[src/rtl/lmem_pkg.sv]
// Shared widths, memory-select codes and arbiter state encoding for the layer-memory port.
package lmem_pkg;

  localparam int LMEM_ADDR_W = 12;
  localparam int LMEM_DATA_W = 20;
  localparam int LMEM_SEL_W  = 3;

  localparam logic [LMEM_SEL_W-1:0] SEL_L0_K0 = 3'd1;
  localparam logic [LMEM_SEL_W-1:0] SEL_L0_K1 = 3'd2;
  localparam logic [LMEM_SEL_W-1:0] SEL_L1_K0 = 3'd3;
  localparam logic [LMEM_SEL_W-1:0] SEL_L1_K1 = 3'd4;
  localparam logic [LMEM_SEL_W-1:0] SEL_L2    = 3'd5;

  typedef enum logic [1:0] {
    ARB     = 2'd0,
    RD_WAIT = 2'd1,
    RD_RESP = 2'd2
  } lmem_state_e;

  // Codes 0, 6 and 7 address no memory bank.
  function automatic logic sel_is_valid(input logic [LMEM_SEL_W-1:0] sel);
    return (sel >= SEL_L0_K0) && (sel <= SEL_L2);
  endfunction

endpackage

[src/rtl/lmem_rr_pick.sv]
// Round-robin picker: first set bit of req_mask searching upward from ptr+1, wrapping.
module lmem_rr_pick #(
  parameter int N     = 3,
  parameter int IDX_W = 2
) (
  input  logic [N-1:0]     req_mask,
  input  logic [IDX_W-1:0] ptr,
  output logic [N-1:0]     gnt,
  output logic [IDX_W-1:0] idx,
  output logic             any
);

  always_comb begin
    int c;
    gnt = '0;
    idx = '0;
    any = 1'b0;
    c   = 0;
    for (int k = 1; k <= N; k++) begin
      c = (int'(ptr) + k) % N;
      if (!any && req_mask[c]) begin
        any    = 1'b1;
        gnt[c] = 1'b1;
        idx    = IDX_W'(c);
      end
    end
  end

endmodule

[src/rtl/lmem_port_arbiter.sv]
// Round-robin arbiter sharing the single layer-memory port among N_REQ requesters.
// Define LMEM_ARB_WR_PRIO_EN to make pending writes win over pending reads.
module lmem_port_arbiter
  import lmem_pkg::*;
#(
  parameter int N_REQ  = 3,
  parameter int RD_LAT = 1
) (
  input  logic                          clk,
  input  logic                          reset,
  input  logic [N_REQ-1:0]              req_valid,
  input  logic [N_REQ-1:0]              req_wr,
  input  logic [LMEM_SEL_W*N_REQ-1:0]   req_sel,
  input  logic [LMEM_ADDR_W*N_REQ-1:0]  req_addr,
  input  logic [LMEM_DATA_W*N_REQ-1:0]  req_wdata,
  output logic [N_REQ-1:0]              req_ready,
  output logic [N_REQ-1:0]              rsp_valid,
  output logic [LMEM_DATA_W-1:0]        rsp_data,
  output logic                          cwr,
  output logic [LMEM_ADDR_W-1:0]        caddr_wr,
  output logic [LMEM_DATA_W-1:0]        cdata_wr,
  output logic                          crd,
  output logic [LMEM_ADDR_W-1:0]        caddr_rd,
  input  logic [LMEM_DATA_W-1:0]        cdata_rd,
  output logic [LMEM_SEL_W-1:0]         csel,
  output logic                          busy
);

  localparam int IDX_W = (N_REQ > 1) ? $clog2(N_REQ) : 1;
  localparam int CNT_W = 2;

  lmem_state_e      state;
  logic [IDX_W-1:0] ptr;
  logic [IDX_W-1:0] owner_p1;
  logic             rd_ok_p1;
  logic [CNT_W-1:0] cnt_p1;

  logic [N_REQ-1:0] pick_gnt;
  logic [IDX_W-1:0] pick_idx;
  logic             pick_any;

`ifdef LMEM_ARB_WR_PRIO_EN
  logic [N_REQ-1:0] wr_gnt, rd_gnt;
  logic [IDX_W-1:0] wr_idx, rd_idx;
  logic             wr_any, rd_any;

  lmem_rr_pick #(.N(N_REQ), .IDX_W(IDX_W)) u_pick_wr (
    .req_mask (req_valid & req_wr),
    .ptr      (ptr),
    .gnt      (wr_gnt),
    .idx      (wr_idx),
    .any      (wr_any)
  );

  lmem_rr_pick #(.N(N_REQ), .IDX_W(IDX_W)) u_pick_rd (
    .req_mask (req_valid & ~req_wr),
    .ptr      (ptr),
    .gnt      (rd_gnt),
    .idx      (rd_idx),
    .any      (rd_any)
  );

  // Both classes share one pointer so fairness carries across write/read bursts.
  assign pick_gnt = wr_any ? wr_gnt : rd_gnt;
  assign pick_idx = wr_any ? wr_idx : rd_idx;
  assign pick_any = wr_any | rd_any;
`else
  lmem_rr_pick #(.N(N_REQ), .IDX_W(IDX_W)) u_pick (
    .req_mask (req_valid),
    .ptr      (ptr),
    .gnt      (pick_gnt),
    .idx      (pick_idx),
    .any      (pick_any)
  );
`endif

  logic                   grant_en;
  logic                   g_wr;
  logic [LMEM_SEL_W-1:0]  g_sel;
  logic [LMEM_ADDR_W-1:0] g_addr;
  logic [LMEM_DATA_W-1:0] g_data;

  assign grant_en  = !reset && (state == ARB) && pick_any;
  assign req_ready = grant_en ? pick_gnt : '0;
  assign busy      = !reset && ((|req_valid) || (state != ARB));

  assign g_wr   = req_wr[pick_idx];
  assign g_sel  = req_sel[pick_idx*LMEM_SEL_W +: LMEM_SEL_W];
  assign g_addr = req_addr[pick_idx*LMEM_ADDR_W +: LMEM_ADDR_W];
  assign g_data = req_wdata[pick_idx*LMEM_DATA_W +: LMEM_DATA_W];

  // Grant cycle -> registered memory pins one cycle later.
  always_ff @(posedge clk) begin
    if (reset) begin
      state     <= ARB;
      ptr       <= IDX_W'(N_REQ - 1);
      owner_p1  <= '0;
      rd_ok_p1  <= 1'b0;
      cnt_p1    <= '0;
      cwr       <= 1'b0;
      crd       <= 1'b0;
      caddr_wr  <= '0;
      cdata_wr  <= '0;
      caddr_rd  <= '0;
      csel      <= '0;
      rsp_valid <= '0;
      rsp_data  <= '0;
    end else begin
      cwr       <= 1'b0;
      crd       <= 1'b0;
      rsp_valid <= '0;
      unique case (state)
        ARB: begin
          if (grant_en) begin
            ptr <= pick_idx;
            if (g_wr) begin
              if (sel_is_valid(g_sel)) begin
                cwr      <= 1'b1;
                caddr_wr <= g_addr;
                cdata_wr <= g_data;
                csel     <= g_sel;
              end
            end else begin
              state    <= RD_WAIT;
              owner_p1 <= pick_idx;
              rd_ok_p1 <= sel_is_valid(g_sel);
              // RD_WAIT spans RD_LAT cycles; RD_RESP is the cycle cdata_rd is valid.
              cnt_p1   <= CNT_W'(RD_LAT - 1);
              if (sel_is_valid(g_sel)) begin
                crd      <= 1'b1;
                caddr_rd <= g_addr;
                csel     <= g_sel;
              end
            end
          end
        end
        RD_WAIT: begin
          if (cnt_p1 == '0) state <= RD_RESP;
          else              cnt_p1 <= cnt_p1 - 1'b1;
        end
        RD_RESP: begin
          state     <= ARB;
          rsp_valid <= N_REQ'(1) << owner_p1;
          rsp_data  <= rd_ok_p1 ? cdata_rd : '0;
        end
        default: state <= ARB;
      endcase
    end
  end

endmodule

[config.mk]
export PLATFORM = sky130hd
export DESIGN_NAME = lmem_port_arbiter
export DESIGN_NICKNAME = d
export VERILOG_FILES = /design/src/rtl/lmem_pkg.sv /design/src/rtl/lmem_rr_pick.sv /design/src/rtl/lmem_port_arbiter.sv
export SDC_FILE = /design/constraint.sdc
export NUM_CORES = 1
export LEC_CHECK = 0
export CORE_MARGIN = 8
export CORE_UTILIZATION = 65
export DETAILED_ROUTE_END_ITERATION = 16
export DONT_BUFFER_PORTS = 1
export MAX_ROUTING_LAYER = met4
export PLACE_DENSITY = 0.89
export SLEW_MARGIN = 20
export SYNTH_ARGS = -nofsm -noshare
export SYNTH_HDL_FRONTEND = slang
export SYNTH_SLANG_ARGS = --single-unit
[constraint.sdc]
create_clock -name clk -period 5.15 [get_ports clk]
set_input_delay 1.03 -clock clk [delete_from_list [all_inputs] [get_ports clk]]
set_output_delay 1.03 -clock clk [all_outputs]
set_load 0.05 [all_outputs]
==> impl_metrics.tcl, run 1 <==
set metrics [dict create \
    worst_path_largest_cell_delay_ns 0.75 \
    gp_congestion 0.922 \
    start_util 0.661 \
    drtIter0Drc 194 \
    ys_dominant_reg_cell "dfxtp_1" \
    vias_per_cell 6.61 \
    finalPower_mw 3.16 \
    p_per_area_nw_per_um2 728 \
    crit_top_cell "inv_1" \
    drtAntennaViolNets 0 \
    gr-usage-all-layers 0.228 \
    die_area_sq_um 9150 \
    cts.sinks 81 \
    diodes 0 \
    hold_path_class "flip-flop to flip-flop" \
    leakage_nw 1.68 \
    first_pass_iters 5 \
    internal-power_mw 1.55 \
    power.share.clock 0.163 \
    clock_path_buffers 2 \
    ys_seq_area_frac 0.393 \
    maxSlewHeadroom 0.295 \
    synth_seq_cells 81 \
    irDropWorstVdd_uv 498 \
    rsz0062_at_grt "no" \
    power_frac_comb 0.411 \
    netlist_instances 464 \
    port_buffers 0 \
    stdcell_count 527 \
    holdBufCountCts 0 \
    synth_area_per_cell_sq_um 8.89 \
    fmax_mhz 240 \
    vias 3486 \
    critPathTopFamily "simple AND/OR/NAND/NOR gates" \
    setup_viol 0 \
    die_w_um 95.6 \
    cpMaxStageDelayCell "nor3_2" \
    p_sw_mw 1.61 \
    clock_latency_ns 0.33 \
    pin_count 209 \
    grt_pass1_vias 3217 \
    cts_made_buffers 9 \
    yosysWarnings 0 \
    wl_um 11100 \
    cp_num_buf_inv 2 \
    post_cts_buffers 0 \
    grt_max_degree 66 \
    dpl.cell_count 511 \
    h-tree-depth 3 \
    critPathRequiredTime_ns 4.12 \
    fin_crit_ns 4.17 \
    fp.coreArea_sq_um 6240 \
    cp.arrival_ns 3.14 \
    regToRegSetupSlack_ns 1.36 \
    finClkSkew_ns 0.00756 \
    rows 29 \
    drc 0 \
    power_frac_seq 0.426 \
    drive_gt1_frac 0.109 \
    cp_max_fo 9 \
    path_class "flip-flop to output pin" \
    grt_pass1_wl_um 16200 \
    async_flop_share 0 \
    endpoint_kind "output pin" \
    slew_viol_final 0 \
    tightest_slew_ns 1.06 \
    cts_root_buffer "clkbuf_8" \
    synth_cell_types 53 \
    status "finished clean" \
    timing.setup.tns_ns 0 \
    dpl.hpwl_um 8390 \
    synth_edf_count 0 \
    finalHoldViolations 0 \
    path_clk_slew_ns 0.08 \
    cts_resized 0 \
    switching_share 0.508 \
    area_growth_pct 5.43 \
    fp.dieH_um 95.6 \
    netlist_area_sq_um 4120 \
    crit_path_cell_trace "inv_1 > ha_1 > inv_1 > mux2i_4 > o31a_1 > nand2_1 > nor3_2" \
    antenna_found_initial 0 \
    cp-start-kind "flip-flop" \
    maxCapViolations 0 \
    synth_nets 602 \
    cts_tree "yes" \
    nets 583 \
    wl_per_cell_um 21.0 \
    period_share 0.810 \
    gr-total-overflow 0 \
]
-- synth_stat cells (6+ instances only) --
library cell / instances / share of area
a21oi_1: 8 / 0.0097
a22o_1: 20 / 0.042
a311oi_1: 32 / 0.068
a31o_1: 33 / 0.070
buf_2: 8 / 0.0097
clkbuf_1: 21 / 0.019
dfxtp_1: 81 / 0.39
inv_1: 10 / 0.0091
mux2_4: 9 / 0.033
nand2_1: 75 / 0.068
nor2_1: 45 / 0.041
nor2b_1: 31 / 0.047
o21ai_0: 6 / 0.0073
-- worst paths after layout --
path	start	endpoint	depth (start not counted)
min	owner_p1[1]$_SDFFE_PP0P_	rsp_valid[1]$_SDFF_PP0_	1
max reg2reg	ptr[1]$_SDFFE_PP1P_	caddr_rd[3]$_SDFFE_PP0P_	11
min reg2reg	owner_p1[1]$_SDFFE_PP0P_	rsp_valid[1]$_SDFF_PP0_	1
max	ptr[0]$_SDFFE_PP0P_	req_ready[0]	7
-- kinds of logic after synthesis --
| logic type | count (synthesis) | share of synthesized area |
|---|---|---|
| AOI/OAI and AO/OA | 126 | 0.257 |
| adders and majority gates | 5 | 0.0152 |
| buffers and inverters | 49 | 0.0589 |
| DFF | 81 | 0.393 |
| muxes | 21 | 0.0668 |
| and+or+nand+nor | 182 | 0.208 |
-- power by group through the flow --
stage / logic, mW / clock network (mW) / registers (mW)
6_report: 1.30 / 0.515 / 1.35
3_3_place_gp: 1.24 / 0 / 1.36
2_1_floorplan: 1.10 / 0 / 1.31
3_5_place_dp: 1.29 / 0 / 1.37
4_1_cts: 1.30 / 0.526 / 1.35
5_1_grt: 1.42 / 0.555 / 1.37
-- layout by cell type, fill, tap and decap left out, types with 3 or more instances in the layout --
cell      count
inv_1        10
nand2_1      75
inv_6         3
nand4_1       4
buf_4         9
nor3_1        3
a22o_1       20
nand3_1       3
mux2_4        9
a21oi_1       8
a31o_1       33
ha_1          5
or3_1         3
o21ai_0       6
clkbuf_8      9
mux2i_1       5
a31oi_1       3
a311oi_1     32
nand2b_1      5
mux2_1        5
nor2_1       45
nor2b_1      31
o31ai_1       3
dfxtp_1      81
-- worst reg2reg max path: stages, from the launching register on --
cell and delay (ns):
dfxtp_1 0.35, inv_1 0.09, ha_1 0.44, mux2i_1 0.31, a2bb2oi_1 0.41, nor4_4 0.08, nor3_2 0.19, buf_4 0.38
a31oi_1 0.14, o21ai_1 0.26, or3_1 0.65, mux2_1 0.39
-- layout make-up --
class                   instances  area, sq um
multi-input cells             334         2290
fillers                       497         1890
flip-flops and latches         81         1620
clock buffers                   9          124
clock inverters                 7          105
well taps                      77         96.3
repair buffers                  9         67.6
inverters                      10         37.5
-- routing by layer --
layer | wire [um] | vias up | part of all wire | track usage
li1 | - | 1657 | - | -
met1 | 4290 | 1645 | 0.39 | 0.260
met2 | 5500 | 172 | 0.50 | 0.369
met3 | 1170 | 12 | 0.11 | 0.0709
met4 | 133 | 0 | 0.012 | 0.0794
met5 | 0 | - | 0 | -
-- state kept, by name (all words and copies together), names as in the netlist, 2 cells and up --
register,count
owner_p1,2
cnt_p1,2
state,2
caddr_wr,12
rsp_data,20
cdata_wr,20
ptr,2
caddr_rd,12
csel,3
rsp_valid,3
-- through the flow --
| step | hold WS (ns) | worst slack, ns | instance area, sq um | utilization |
|---|---|---|---|---|
| floorplan | 0.422 | 1.02 | 4120 | - |
| global placement | 0.439 | 1.28 | 4110 | 0.659 |
| detailed placement | 0.453 | 1.24 | 4110 | 0.659 |
| CTS | 0.466 | 0.997 | 4340 | 0.695 |
| global route | 0.468 | 0.842 | 4350 | 0.696 |
| finish | 0.467 | 0.977 | 4350 | 0.696 |
No activity file was read; power rests on OpenSTA's default activity.
==> inputs of run 2 (changes only) <==
--- a/config.mk
+++ b/config.mk
@@ -6,11 +6,11 @@
 export NUM_CORES = 1
 export LEC_CHECK = 0
 export CORE_MARGIN = 8
-export CORE_UTILIZATION = 65
+export CORE_UTILIZATION = 63
 export DETAILED_ROUTE_END_ITERATION = 16
 export DONT_BUFFER_PORTS = 1
 export MAX_ROUTING_LAYER = met4
-export PLACE_DENSITY = 0.89
+export PLACE_DENSITY = 0.87
 export SLEW_MARGIN = 20
 export SYNTH_ARGS = -nofsm -noshare
 export SYNTH_HDL_FRONTEND = slang
==> constraint.sdc (replaced) <==
create_clock -name clk -period 4.3 [get_ports clk]
set_input_delay 0.86 -clock clk [delete_from_list [all_inputs] [get_ports clk]]
set_output_delay 0.86 -clock clk [all_outputs]
set_load 0.05 [all_outputs]
==> run 2 against run 1 <==
Compared with the run above: clock-buffer cell count unchanged; critical path depth increased by 3; highest routed layer unchanged; combinational power increased by 22%; clock skew increased by 0.0038 ns.
==> impl_metrics.tcl, run 2 (same netlist as run 1, synthesis figures left out) <==
set metrics [dict create \
    endpoint_kind "flip-flop" \
    wl_per_cell_um 21.9 \
    irDropWorstVdd_uv 556 \
    nFillCells 517 \
    grt_pass1_vias 3444 \
    largestRegisters "cdata_wr (20), rsp_data (20)" \
    startpoint "ptr[1]$_SDFFE_PP1P_" \
    worst_path_largest_cell_delay_ns 0.69 \
    drive_gt1_frac 0.113 \
    post_cts_buffers 0 \
    die_w_um 96.9 \
    h-tree-depth 3 \
    drtIter0Drc 163 \
    critPathRequiredTime_ns 4.53 \
    drtAntennaViolNets 0 \
    die_area_sq_um 9390 \
    multi_input_area_sq_um 2290 \
    crit_path_cell_trace "inv_1 > ha_1 > mux2i_1 > a2bb2oi_1 > nor4_4 > nor3_2 > a31oi_1 > o21ai_1 > or3_1 > mux2_1" \
    tightest_slew_ns 1.03 \
    path_clk_slew_ns 0.09 \
    timing.rr.start "ptr[1]$_SDFFE_PP1P_" \
    first_pass_iters 4 \
    layout_common_cells "dfxtp_1, nand2_1, nor2_1" \
    pin_count 209 \
    drc 0 \
    cp.arrival_ns 4.07 \
    grt_pass1_wl_um 18100 \
    finClkSkew_ns 0.0113 \
    cp_num_buf_inv 1 \
    vias 3537 \
    area_growth_pct 6.71 \
    final_common_cell "dfxtp_1" \
    wl_um 11600 \
    rsz0062_at_grt "no" \
    cts_root_buffer "clkbuf_8" \
    nets 585 \
    rows 29 \
    cts_made_buffers 9 \
    critPathTopFamily "simple AND/OR/NAND/NOR gates" \
    port_buffers 0 \
    cp_max_fo 14 \
    finalHoldViolations 0 \
    clock_latency_ns 0.34 \
    timing.setup.tns_ns 0 \
    status "finished clean" \
    cts_tree "yes" \
    endpoint "caddr_rd[2]$_SDFFE_PP0P_" \
    holdBufCountCts 0 \
    p_per_area_nw_per_um2 884 \
    path_class "flip-flop to flip-flop" \
    slew_viol_final 0 \
    regToRegSetupSlack_ns 0.46 \
    fmax_mhz 261 \
    cts.sinks 81 \
    start_util 0.649 \
    gr-total-overflow 0 \
    maxSlewHeadroom 0.316 \
    gp_congestion 0.847 \
    dpl.hpwl_um 8760 \
    hold_path_class "flip-flop to flip-flop" \
    period_share 0.892 \
    maxCapViolations 0 \
    clock_path_buffers 2 \
    grt_max_degree 51 \
    fin_crit_ns 3.84 \
    finalPower_mw 3.89 \
    setup_viol 0 \
    crit_cells 10 \
    antenna_found_initial 0 \
    reg2reg_depth 10 \
    vias_per_cell 6.69 \
    fp.coreArea_sq_um 6350 \
    cp-start-kind "flip-flop" \
    diodes 0 \
    cpMaxStageDelayCell "or3_1" \
    r2r_end "caddr_rd[2]$_SDFFE_PP0P_" \
    fp.dieH_um 96.9 \
    cts_resized 0 \
    gr-usage-all-layers 0.237 \
    leakage_nw 1.71 \
    register_area_sq_um 1620 \
]
[run 2: tightest hold or removal path: stages (launching register included)]
cell and delay, ns:
dfxtp_1 0.32, nand2_1 0.05, a21oi_1 0.06
[run 2: worst min-delay path by stage]
| stage | start | to | slack (ns) | cells after the start |
|---|---|---|---|---|
| final | rd_ok_p1$_SDFFE_PP0P_ | rd_ok_p1$_SDFFE_PP0P_ | 0.46 | 2 |
| after global placement | cnt_p1[0]$_SDFFE_PP0P_ | cnt_p1[0]$_SDFFE_PP0P_ | 0.44 | 2 |
| after global routing | cnt_p1[0]$_SDFFE_PP0P_ | cnt_p1[0]$_SDFFE_PP0P_ | 0.48 | 2 |
| after floorplan | owner_p1[1]$_SDFFE_PP0P_ | rsp_valid[0]$_SDFF_PP0_ | 0.42 | 1 |
| after CTS | rd_ok_p1$_SDFFE_PP0P_ | rd_ok_p1$_SDFFE_PP0P_ | 0.46 | 2 |
| after detailed placement | rd_ok_p1$_SDFFE_PP0P_ | rd_ok_p1$_SDFFE_PP0P_ | 0.44 | 2 |
[run 2: where the power goes]
group	switching, mW	internal [mW]	total (mW)
clock network	0.294	0.398	0.692
logic	0.961	0.617	1.58
registers	0.691	0.930	1.62
total	1.95	1.95	3.89
[run 2: area by class of cell]
type	instances	share of cell area
multi-input cells	334	0.522
flip-flops and latches	81	0.369
clock inverters	7	0.0296
clock buffers	9	0.0282
well taps	77	0.0219
repair buffers	11	0.0216
inverters	10	0.00853
[run 2: stage by stage]
stage	worst slack [ns]	instance area, sq um	hold slack (ns)	utilization	std cells
5_1_grt	0.176	4400	0.483	0.693	529
3_5_place_dp	0.494	4140	0.444	0.652	513
6_report	0.464	4400	0.462	0.693	529
2_1_floorplan	0.508	4120	0.422	-	464
3_3_place_gp	0.547	4140	0.442	0.652	513
4_1_cts	0.482	4390	0.460	0.692	529
[run 2: per-layer routing]
metal	vias up	wire, um	GRT usage
li1	1661	-	-
met1	1668	4600	0.261
met2	184	5570	0.381
met3	24	1100	0.0910
met4	0	310	0.0888
met5	-	0	-
